### src/rtl/cpu_pkg.sv
// Shared definitions for the RV32I integer core: opcodes, funct3 codes, ALU ops, select enums.
// The optional debug writeback port on cpu is enabled with CPU_DEBUG_PORT_EN.
package cpu_pkg;

    localparam logic [31:0] RESET_PC_DEFAULT = 32'h0000_0000;

    localparam logic [6:0] OP_LUI    = 7'b0110111;
    localparam logic [6:0] OP_AUIPC  = 7'b0010111;
    localparam logic [6:0] OP_JAL    = 7'b1101111;
    localparam logic [6:0] OP_JALR   = 7'b1100111;
    localparam logic [6:0] OP_BRANCH = 7'b1100011;
    localparam logic [6:0] OP_IMM    = 7'b0010011;
    localparam logic [6:0] OP_REG    = 7'b0110011;

    localparam logic [2:0] F3_BEQ  = 3'b000;
    localparam logic [2:0] F3_BNE  = 3'b001;
    localparam logic [2:0] F3_BLT  = 3'b100;
    localparam logic [2:0] F3_BGE  = 3'b101;
    localparam logic [2:0] F3_BLTU = 3'b110;
    localparam logic [2:0] F3_BGEU = 3'b111;

    localparam logic [2:0] F3_ADD  = 3'b000;
    localparam logic [2:0] F3_SLL  = 3'b001;
    localparam logic [2:0] F3_SLT  = 3'b010;
    localparam logic [2:0] F3_SLTU = 3'b011;
    localparam logic [2:0] F3_XOR  = 3'b100;
    localparam logic [2:0] F3_SR   = 3'b101;
    localparam logic [2:0] F3_OR   = 3'b110;
    localparam logic [2:0] F3_AND  = 3'b111;

    localparam logic [6:0] F7_BASE = 7'b0000000;
    localparam logic [6:0] F7_ALT  = 7'b0100000;

    typedef enum logic [3:0] {
        ALU_ADD, ALU_SUB, ALU_SLL, ALU_SLT, ALU_SLTU,
        ALU_XOR, ALU_SRL, ALU_SRA, ALU_OR, ALU_AND
    } alu_op_t;

    typedef enum logic [1:0] {WB_ALU, WB_PC4, WB_LUI, WB_AUIPC} wb_sel_t;
    typedef enum logic [1:0] {PC_SEQ, PC_BR, PC_JAL, PC_JALR} pc_sel_t;

    // alt selects SUB/SRA (funct7 bit 5) for the shared OP/OP-IMM funct3 space
    function automatic alu_op_t alu_op_from_f3(input logic [2:0] f3, input logic alt);
        alu_op_t op;
        case (f3)
            F3_ADD:  op = alt ? ALU_SUB : ALU_ADD;
            F3_SLL:  op = ALU_SLL;
            F3_SLT:  op = ALU_SLT;
            F3_SLTU: op = ALU_SLTU;
            F3_XOR:  op = ALU_XOR;
            F3_SR:   op = alt ? ALU_SRA : ALU_SRL;
            F3_OR:   op = ALU_OR;
            default: op = ALU_AND;
        endcase
        return op;
    endfunction

endpackage

### src/rtl/cpu_alu.sv
// Integer ALU with independent branch comparator outputs.
module cpu_alu
    import cpu_pkg::*;
(
    input  alu_op_t     op,
    input  logic [31:0] a,
    input  logic [31:0] b,
    output logic [31:0] result,
    output logic        eq,
    output logic        lt,
    output logic        ltu
);

    logic signed [31:0] a_s;
    logic signed [31:0] b_s;
    logic        [4:0]  shamt;

    assign a_s   = a;
    assign b_s   = b;
    assign shamt = b[4:0];

    assign eq  = (a == b);
    assign lt  = (a_s < b_s);
    assign ltu = (a < b);

    always_comb begin
        result = 32'd0;
        case (op)
            ALU_ADD:  result = a + b;
            ALU_SUB:  result = a - b;
            ALU_SLL:  result = a << shamt;
            ALU_SLT:  result = {31'd0, lt};
            ALU_SLTU: result = {31'd0, ltu};
            ALU_XOR:  result = a ^ b;
            ALU_SRL:  result = a >> shamt;
            ALU_SRA:  result = 32'(a_s >>> shamt);
            ALU_OR:   result = a | b;
            ALU_AND:  result = a & b;
            default:  result = 32'd0;
        endcase
    end

endmodule

### src/rtl/cpu.sv
// Single-issue RV32I subset core: decode, register file and PC; one instruction per fetch beat.
// Define CPU_DEBUG_PORT_EN to expose the retire/writeback debug port.
module cpu
    import cpu_pkg::*;
#(
    parameter logic [31:0] RESET_PC = RESET_PC_DEFAULT
) (
    input  logic        clk,
    input  logic        rst,
    input  logic        instr_valid_in,
    input  logic        instr_ready_in,
    input  logic [31:0] instr_in,
    output logic [31:0] instr_addr_out,
`ifdef CPU_DEBUG_PORT_EN
    output logic        dbg_wb_en,
    output logic [4:0]  dbg_wb_addr,
    output logic [31:0] dbg_wb_data,
    output logic        dbg_retire,
`endif
    output logic        instr_addr_valid_out
);

    logic [31:0] pc_q;
    logic        addr_vld_q;
    logic [31:0] rf [32];

    logic [6:0]  opcode;
    logic [4:0]  rd, rs1, rs2;
    logic [2:0]  f3;
    logic [6:0]  f7;
    logic [31:0] imm_i, imm_b, imm_u, imm_j;
    logic [31:0] rs1_val, rs2_val, pc_plus4;

    alu_op_t     alu_op;
    logic [31:0] alu_b, alu_result;
    logic        alu_eq, alu_lt, alu_ltu;
    logic        wb_en;
    wb_sel_t     wb_sel;
    pc_sel_t     pc_sel;
    logic        br_taken;
    logic [31:0] wb_data, next_pc;
    logic        fire, wb_write;

    assign fire     = addr_vld_q && instr_valid_in && instr_ready_in;
    assign pc_plus4 = pc_q + 32'd4;

    assign opcode = instr_in[6:0];
    assign rd     = instr_in[11:7];
    assign f3     = instr_in[14:12];
    assign rs1    = instr_in[19:15];
    assign rs2    = instr_in[24:20];
    assign f7     = instr_in[31:25];

    assign imm_i = {{20{instr_in[31]}}, instr_in[31:20]};
    assign imm_b = {{19{instr_in[31]}}, instr_in[31], instr_in[7], instr_in[30:25], instr_in[11:8], 1'b0};
    assign imm_u = {instr_in[31:12], 12'd0};
    assign imm_j = {{11{instr_in[31]}}, instr_in[31], instr_in[19:12], instr_in[20], instr_in[30:21], 1'b0};

    assign rs1_val = (rs1 == 5'd0) ? 32'd0 : rf[rs1];
    assign rs2_val = (rs2 == 5'd0) ? 32'd0 : rf[rs2];

    // Anything not matched below falls through as a NOP: no write, sequential PC.
    always_comb begin
        alu_op = ALU_ADD;
        alu_b  = rs2_val;
        wb_en  = 1'b0;
        wb_sel = WB_ALU;
        pc_sel = PC_SEQ;
        case (opcode)
            OP_LUI: begin
                wb_en  = 1'b1;
                wb_sel = WB_LUI;
            end
            OP_AUIPC: begin
                wb_en  = 1'b1;
                wb_sel = WB_AUIPC;
            end
            OP_JAL: begin
                wb_en  = 1'b1;
                wb_sel = WB_PC4;
                pc_sel = PC_JAL;
            end
            OP_JALR: begin
                if (f3 == 3'b000) begin
                    alu_b  = imm_i;
                    wb_en  = 1'b1;
                    wb_sel = WB_PC4;
                    pc_sel = PC_JALR;
                end
            end
            OP_BRANCH: begin
                if (f3 != 3'b010 && f3 != 3'b011)
                    pc_sel = PC_BR;
            end
            OP_IMM: begin
                alu_b  = imm_i;
                alu_op = alu_op_from_f3(f3, (f3 == F3_SR) && f7[5]);
                if (f3 == F3_SLL)
                    wb_en = (f7 == F7_BASE);
                else if (f3 == F3_SR)
                    wb_en = (f7 == F7_BASE) || (f7 == F7_ALT);
                else
                    wb_en = 1'b1;
            end
            OP_REG: begin
                alu_op = alu_op_from_f3(f3, f7[5]);
                wb_en  = (f7 == F7_BASE) || ((f7 == F7_ALT) && (f3 == F3_ADD || f3 == F3_SR));
            end
            default: ;
        endcase
    end

    cpu_alu u_alu (
        .op     (alu_op),
        .a      (rs1_val),
        .b      (alu_b),
        .result (alu_result),
        .eq     (alu_eq),
        .lt     (alu_lt),
        .ltu    (alu_ltu)
    );

    always_comb begin
        br_taken = 1'b0;
        case (f3)
            F3_BEQ:  br_taken = alu_eq;
            F3_BNE:  br_taken = !alu_eq;
            F3_BLT:  br_taken = alu_lt;
            F3_BGE:  br_taken = !alu_lt;
            F3_BLTU: br_taken = alu_ltu;
            F3_BGEU: br_taken = !alu_ltu;
            default: br_taken = 1'b0;
        endcase

        wb_data = alu_result;
        case (wb_sel)
            WB_PC4:   wb_data = pc_plus4;
            WB_LUI:   wb_data = imm_u;
            WB_AUIPC: wb_data = pc_q + imm_u;
            default:  wb_data = alu_result;
        endcase

        next_pc = pc_plus4;
        case (pc_sel)
            PC_BR:   next_pc = br_taken ? (pc_q + imm_b) : pc_plus4;
            PC_JAL:  next_pc = pc_q + imm_j;
            PC_JALR: next_pc = alu_result;
            default: next_pc = pc_plus4;
        endcase
    end

    assign wb_write = fire && wb_en && (rd != 5'd0);

    // Targets are word-aligned silently: both low bits dropped, no trap.
    always_ff @(posedge clk or negedge rst) begin
        if (!rst) begin
            pc_q       <= RESET_PC;
            addr_vld_q <= 1'b0;
        end else begin
            addr_vld_q <= 1'b1;
            if (fire)
                pc_q <= {next_pc[31:2], 2'b00};
        end
    end

    always_ff @(posedge clk or negedge rst) begin
        if (!rst) begin
            for (int i = 0; i < 32; i++)
                rf[i] <= 32'd0;
        end else if (wb_write) begin
            rf[rd] <= wb_data;
        end
    end

    assign instr_addr_out       = {pc_q[31:2], 2'b00};
    assign instr_addr_valid_out = addr_vld_q;

`ifdef CPU_DEBUG_PORT_EN
    assign dbg_wb_en   = wb_write;
    assign dbg_wb_addr = wb_write ? rd : 5'd0;
    assign dbg_wb_data = wb_write ? wb_data : 32'd0;
    assign dbg_retire  = fire;
`endif

endmodule

### config.mk
export PLATFORM = sky130hd
export DESIGN_NAME = cpu
export DESIGN_NICKNAME = d
export VERILOG_FILES = /design/src/rtl/cpu_pkg.sv /design/src/rtl/cpu_alu.sv /design/src/rtl/cpu.sv
export SDC_FILE = /design/constraint.sdc
export NUM_CORES = 2
export LEC_CHECK = 0
export BUFFER_PORTS_ARGS = -buffer_cell sky130_fd_sc_hd__buf_2
export CORE_MARGIN = 2
export CORE_UTILIZATION = 55
export DETAILED_ROUTE_END_ITERATION = 8
export PLACE_DENSITY_LB_ADDON = 0.12
export SLEW_MARGIN = 20
export SYNTH_ARGS = -nofsm -noshare
export SYNTH_HDL_FRONTEND = slang
export SYNTH_SLANG_ARGS = --single-unit
### constraint.sdc
create_clock -name clk -period 7.2 [get_ports clk]
set_clock_uncertainty 0.1 [all_clocks]
set_input_delay 1.44 -clock clk [delete_from_list [all_inputs] [get_ports clk]]
set_output_delay 1.44 -clock clk [all_outputs]
set_load 0.005 [all_outputs]
After elaboration in Yosys (flattened, before gate mapping)
Index checks and enable logic that the tools add are counted.
Word-level totals
  logic and storage cells: 143
  output and inout port bits: 33
  register bits after elaboration: 1055
Operators by class
  order comparisons: 6
  shift-type cells: 3
  equal/unequal tests: 33
  reduce and logical (&&, ||, !) cells: 21
  mux-type cells: 34
  add/subtract/negate cells: 6
  bitwise gates (word level): 6
Operators by type and width (number)
  bitwise mux 1024 bit: 1
  binary-select mux 32 bit (select 5 bit): 2
  one-hot mux 32 bit (10 select lines): 1
  2-to-1 mux 32 bit: 9
  one-hot mux 32 bit (3 select lines): 2
  demux 32 bit (select 5 bit): 1
  adder 32 bit: 4
  less-than comparator 32 bit: 2
  one-hot mux 32 bit (2 select lines): 1
  one-hot mux 4 bit (7 select lines): 2
  adder 32 x 3 -> 32 bit (second input constant): 1
  bitwise AND 32 bit: 1
  equality test 32 bit: 1
  OR 32 bit: 1
  << shifter 32 x 5 -> 32 bit: 1
  right shift 32 x 5 -> 32 bit: 1
  >>> shifter 32 x 5 -> 32 bit: 1
  subtractor 32 bit: 1
  XOR 32 bit: 1
  equality test 7 x 6 -> 1 bit (second input constant): 3
  equality test 7 bit (second input constant): 3
  greater-or-equal comparator 6 bit (second input constant): 3
  inverter 5 -> 6 bit: 3
  equality test 4 x 3 -> 1 bit (second input constant): 4
  other kinds (27): 59

Longest topological paths before layout
  word-level depth: 12
  depth in mapped cells: 31
  gate-level depth less buffers: 21

By module
Synthesis repeated with hierarchy kept, for this count alone.
Second synthesis, totals
  cells, all modules: 6620
  area total of the unflattened synthesis: 67638.6 um2
Modules (own cells, without submodules)
  cpu: area each 58896.5 um2, times used 1, sequential area each 26400.3 um2, cells each 5345
  cpu_alu: area each 8742.1 um2, times used 1, sequential area each 0.0 um2, cells each 1275

Worst setup path after synthesis
No wires, ideal clock.
  path kind: input to register
  start: input instr_in[20]
  end: register pc_q[21]
  stages: 29
  arrival: 8.152 ns
  path buffers: 12
  path slack: -1.194 ns
  required time: 6.958 ns
  path through: buf_6 > buf_12 > buf_12 > buf_8 > buf_6 > clkbuf_1 > buf_1 > buf_2 > buf_1 > mux4_2 > mux4_2 > mux2i_1 > o21ai_0 > ha_1 > clkbuf_1 > nor3b_1 > o21a_1 > o311ai_0 > a21o_1 > nand3b_1 > a211oi_1 > a221o_1 > or2_2 > clkbuf_1 > clkbuf_1 > mux2i_1 > nor2_1 > a221oi_1 > a31oi_1
Between the ends
  longest elaborated chain between the ends: 12
  elaborated cells between the ends (all ways): 27
  those cells by class: add/sub (3); order compare (2); eq/ne (1); shift (3); mux (10); bitwise (4); reduce/logical (4)
RTL lines
  start: declaration: line cpu.sv:12  | input logic [31:0] instr_in,
  inverter 5 -> 6 bit (implied by the code): line cpu.sv:60  | assign rs2_val = (rs2 == 5'd0) ? 32'd0 : rf[rs2];
  binary-select mux 32 bit (select 5 bit): line cpu.sv:60
  2-to-1 mux 32 bit (implied by the code) (2 in a row): line cpu.sv:60
  2-to-1 mux 32 bit: line cpu.sv:60
  2-to-1 mux 32 bit: line cpu.sv:84  | if (f3 == 3'b000) begin
  one-hot mux 32 bit (2 select lines): line cpu.sv:69  | case (opcode)
  less-than comparator 32 bit (tied with other cells): line cpu_alu.sv:24  | assign ltu = (a < b);
  zero test 1 bit (on tied branches): line cpu.sv:131, cpu.sv:127, cpu.sv:129
  one-hot mux 1 bit (6 select lines): line cpu.sv:125  | case (f3)
  2-to-1 mux 32 bit: line cpu.sv:145  | PC_BR: next_pc = br_taken ? (pc_q + imm_b) : pc_plus4;
  one-hot mux 32 bit (3 select lines) *: line cpu.sv:144  | case (pc_sel)
  end signal: assignment: line cpu.sv:162  | pc_q <= {next_pc[31:2], 2'b00};
  end: declaration: line cpu.sv:23  | logic [31:0] pc_q;
Mark *: on every way between the ends. The rest lies on a longest branch, timed or not. The select of a mux whose other input is x is not followed.
A chain may end at the register's enable or synchronous reset.

Final worst setup path
  start: input instr_in[20]
  end: register rf[887] in the netlist's numbering
Between the ends
  longest elaborated chain between the ends: 11
  elaborated cells between the ends (all ways): 20
  those cells by class: add/sub (3); shift (3); mux (9); bitwise (4); reduce/logical (1)
RTL lines
  inverter 5 -> 6 bit (implied by the code): line cpu.sv:60
  binary-select mux 32 bit (select 5 bit): line cpu.sv:60
  2-to-1 mux 32 bit (implied by the code) (2 in a row): line cpu.sv:60
  2-to-1 mux 32 bit: line cpu.sv:60
  2-to-1 mux 32 bit: line cpu.sv:84
  one-hot mux 32 bit (2 select lines): line cpu.sv:69
  subtractor 32 bit (tied with other cells): line cpu_alu.sv:30  | ALU_SUB: result = a - b;
  one-hot mux 32 bit (10 select lines): line cpu_alu.sv:28  | case (op)
  one-hot mux 32 bit (3 select lines) *: line cpu.sv:136  | case (wb_sel)
  bitwise mux 1024 bit *: line cpu.sv:171  | rf[rd] <= wb_data;
  end signal: indexed assignment: line cpu.sv:171
  end: declaration: line cpu.sv:25  | logic [31:0] rf [32];
Marked as above.

==> results_dict.tcl <==
set metrics [dict create \
    final_core_util_pct 64.9 \
    wl_per_cell_um 34.0 \
    netlist_area_um2 70000 \
    outcome "completed" \
    dp_hpwl_um 219000 \
    ys_warn_count 0 \
    worst_pin_slew_ps 1250 \
    coreArea_um2 126000 \
    die_area_um2 130000 \
    antenna_found_initial 15 \
    n_fill_cell 10100 \
    crit_path_max_fanout 31 \
    final_antenna_net_count 0 \
    cpMostUsedCell "buf_4" \
    overflow 0 \
    gp_congestion 1.12 \
    synth_edf_count 0 \
    die_w_um 361 \
    cts_root_buf "clkbuf_16" \
    drt_iter0_markers 9810 \
    hold_class "reg2reg" \
    cp_data_arrival_time_ps 7640 \
    cp-startpoint "instr_in[20]" \
    dieHeight_um 361 \
    synth-seq-cells 1055 \
    drv_cap 0 \
    cts_buffer_depth 3 \
    ys_seq_area_share_pct 37.7 \
    seqCellArea_um2 26400 \
    fin_crit_sh_pct 99.0 \
    multi_input_area_um2 40500 \
    hp-start "rf[1023]$_DFFE_PN0P_" \
    cts_buffers 112 \
    grt_start_max_net_pins 164 \
    fin_ws_ps 74.7 \
    crit_path_end_kind "flop" \
    cpMaxStageDelayCell "mux4_2" \
    portBuffers 66 \
    period_needed_ps 7130 \
    dp_slack_ps -1070 \
    peakVddDrop_mv 0.228 \
    synthCells 6993 \
    async_flop_share_pct 100 \
    worstSkewPairLatency_ps 810 \
    final_cells 9138 \
    syn_avg_cell_area_um2 10.0 \
    cellLeakagePower_nw 36.0 \
    drcViolationCount 0 \
    grt_usage_pct 47.4 \
    cts_tree "built" \
    hold_viol_final 0 \
    place_area_um2 77700 \
    nNetsFinal 7589 \
    grt_first_pass_wirelength_um 447000 \
    cts_htree_levels 3 \
    path_class "in2reg" \
    power_density_nw_per_um2 193 \
    vias_per_cell 7.12 \
    worstPathRequired_ps 7720 \
    rows 130 \
    vias 65000 \
    crit_path_max_incr_delay_ps 520 \
    ios 69 \
    finalPower_mw 15.8 \
    drive_gt1_share_pct 27.8 \
    dpl.cell_count 8923 \
    setup_viol 0 \
    initial_core_util_pct 55.6 \
    grt_pass1_vias 62400 \
    max_freq_mhz 140 \
    wl_um 311000 \
    clk_pin_slew_ps 60 \
    cp-start-kind "input pin" \
    path_cells "buf_16 > buf_4 > buf_12 > mux4_2 > mux4_2 > mux2i_2 > buf_4 > o21ai_0 > ha_1 > inv_1 > nor2_1 > o41ai_1 > buf_4 > a31o_2 > o31ai_4 > a211oi_2 > xnor2_1 > a211o_1 > nor4b_2 > o211ai_1 > a221o_1 > buf_12 > mux2_2" \
    dr.pass1.iters 9 \
    cts_sinks 1055 \
    synthDistinctLibCells 125 \
    slew_headroom_pct 16.6 \
    syn2layout_area_growth_pct 16.8 \
    final_area_um2 81800 \
    finalMaxSlewViolations 0 \
    timing.rr.start "rf[705]$_DFFE_PN0P_" \
    ys.flop_type "dfrtp_1" \
]
[cells in the mapped netlist, types with 21 or more instances]
master	number	share of area (%)
a211oi_1	55	0.59
a21o_1	76	0.81
a21oi_1	273	2.0
a221oi_1	51	0.64
a22o_1	25	0.31
a22oi_1	111	1.2
a31oi_1	49	0.44
and2_1	27	0.24
and3_1	30	0.27
buf_1	49	0.26
buf_2	76	0.54
buf_4	50	0.54
buf_6	41	0.66
clkbuf_1	442	2.4
dfrtp_1	1055	38
ha_1	158	2.8
inv_1	108	0.58
mux2_2	268	4.3
mux2i_1	259	3.7
mux4_2	474	15
nand2_1	1045	5.6
nand2b_1	52	0.46
nand3_1	105	0.75
nand4_1	42	0.38
nor2_1	321	1.7
nor2b_1	30	0.27
nor3_1	66	0.47
o211ai_1	42	0.45
o21a_1	32	0.34
o21ai_0	851	6.1
o21ai_1	132	0.94
o221ai_1	30	0.38
o22ai_1	34	0.30
o31ai_1	21	0.23
or2_2	25	0.22
or3_1	22	0.20
xnor2_1	75	0.94
xor2_1	31	0.39
[where the power goes]
part	switching (mW)	leakage [nW]	internal [mW]	total [mW]
registers	0.175	14.7	5.98	6.15
logic	2.13	19.4	1.29	3.42
clock network	2.69	1.92	3.56	6.25
[worst paths after layout]
| check | slack, ps | end | cells after the start |
|---|---|---|---|
| max | 70 | rf[887]$_DFFE_PN0P_ | 23 |
| min | 280 | rf[1023]$_DFFE_PN0P_ | 0 |
| max reg2reg | 820 | rf[414]$_DFFE_PN0P_ | 24 |
| min reg2reg | 280 | rf[1023]$_DFFE_PN0P_ | 0 |
| max in group asynchronous | 4840 | rf[436]$_DFFE_PN0P_ | 2 |
| min in group asynchronous | 690 | rf[323]$_DFFE_PN0P_ | 1 |
[layout by cell type, fill, tap and decap left out, types with 75 or more instances in the layout]
cell type | Yosys | routed
clkbuf_16 | 0 | 113
mux4_2 | 474 | 474
inv_1 | 108 | 107
a21oi_1 | 273 | 268
mux2_2 | 268 | 268
a22oi_1 | 111 | 108
a21o_1 | 76 | 76
ha_1 | 158 | 158
nand3_1 | 105 | 105
nand2_1 | 1045 | 1018
mux2i_1 | 259 | 256
buf_12 | 2 | 99
o21ai_1 | 132 | 132
dfrtp_1 | 1055 | 1055
xnor2_1 | 75 | 75
buf_4 | 50 | 803
o21ai_0 | 851 | 846
nor2_1 | 321 | 315
[flip-flops by register name, summed over array words and instances, names as in the netlist]
register,count
pc_q,30
rf,1024
instr_addr_valid_out,1
[routing by layer]
metal | wire length (µm) | up-vias | global-route usage [%] | share of wire [%]
li1 | - | 26700 | - | -
met1 | 116000 | 32300 | 63.5 | 37
met2 | 129000 | 4906 | 67.0 | 42
met3 | 40500 | 1144 | 14.7 | 13
met4 | 24300 | 6 | 30.1 | 7.8
met5 | 44 | - | 0 | 0.014
[stage by stage]
stage / hold WS [ps] / TNS [ps]
2_1_floorplan: 325 / 0
6_report: 281 / 0
3_5_place_dp: 267 / -578900
5_1_grt: 296 / -23.6
3_3_place_gp: 262 / -536120
4_1_cts: 281 / 0
[cells by family (layout without fill, tap and decap cells)]
logic type                 count (synthesis)  in the layout  synth area share (%)
xor gates and xnor gates                 106            106                  1.33
muxes                                   1005           1005                  23.3
other                                      2              8                0.0107
DFF                                     1055           1055                  37.7
AOI/OAI and AO/OA                       2010           2010                  17.8
buffers and inverters                    799           1288                  5.28
adders and majority gates                163            163                  2.97
and+or+nand+nor                         1853           1853                  11.6
[area by class of cell]
class	instances	share of cell area (%)
Multi-Input combinational cell	5140	49.5
Timing Repair Buffer	965	10.3
Sequential cell	1055	32.3
Tap cell	1650	2.52
Inverter	116	0.538
Clock buffer	154	3.95
Clock inverter	53	0.907
Antenna cell	5	0.0153
[critical path, delay by kind of cell]
kind	cells	cell delay, ps
fa+ha+maj	1	320
xor+xnor	1	210
buf+inv	7	1310
mux	4	1750
compound gates	8	2110
simple gates	2	430
[what timing repair did]
item                                    4_1_cts  5_1_grt
pin swaps                                     1        3
endpoints found under the setup margin      288      548
hold buffers                                  0        0
resized for setup                             6       20
gates cloned                                  0        1
setup buffers                                 0        2
No activity file was read; power rests on OpenSTA's default activity.
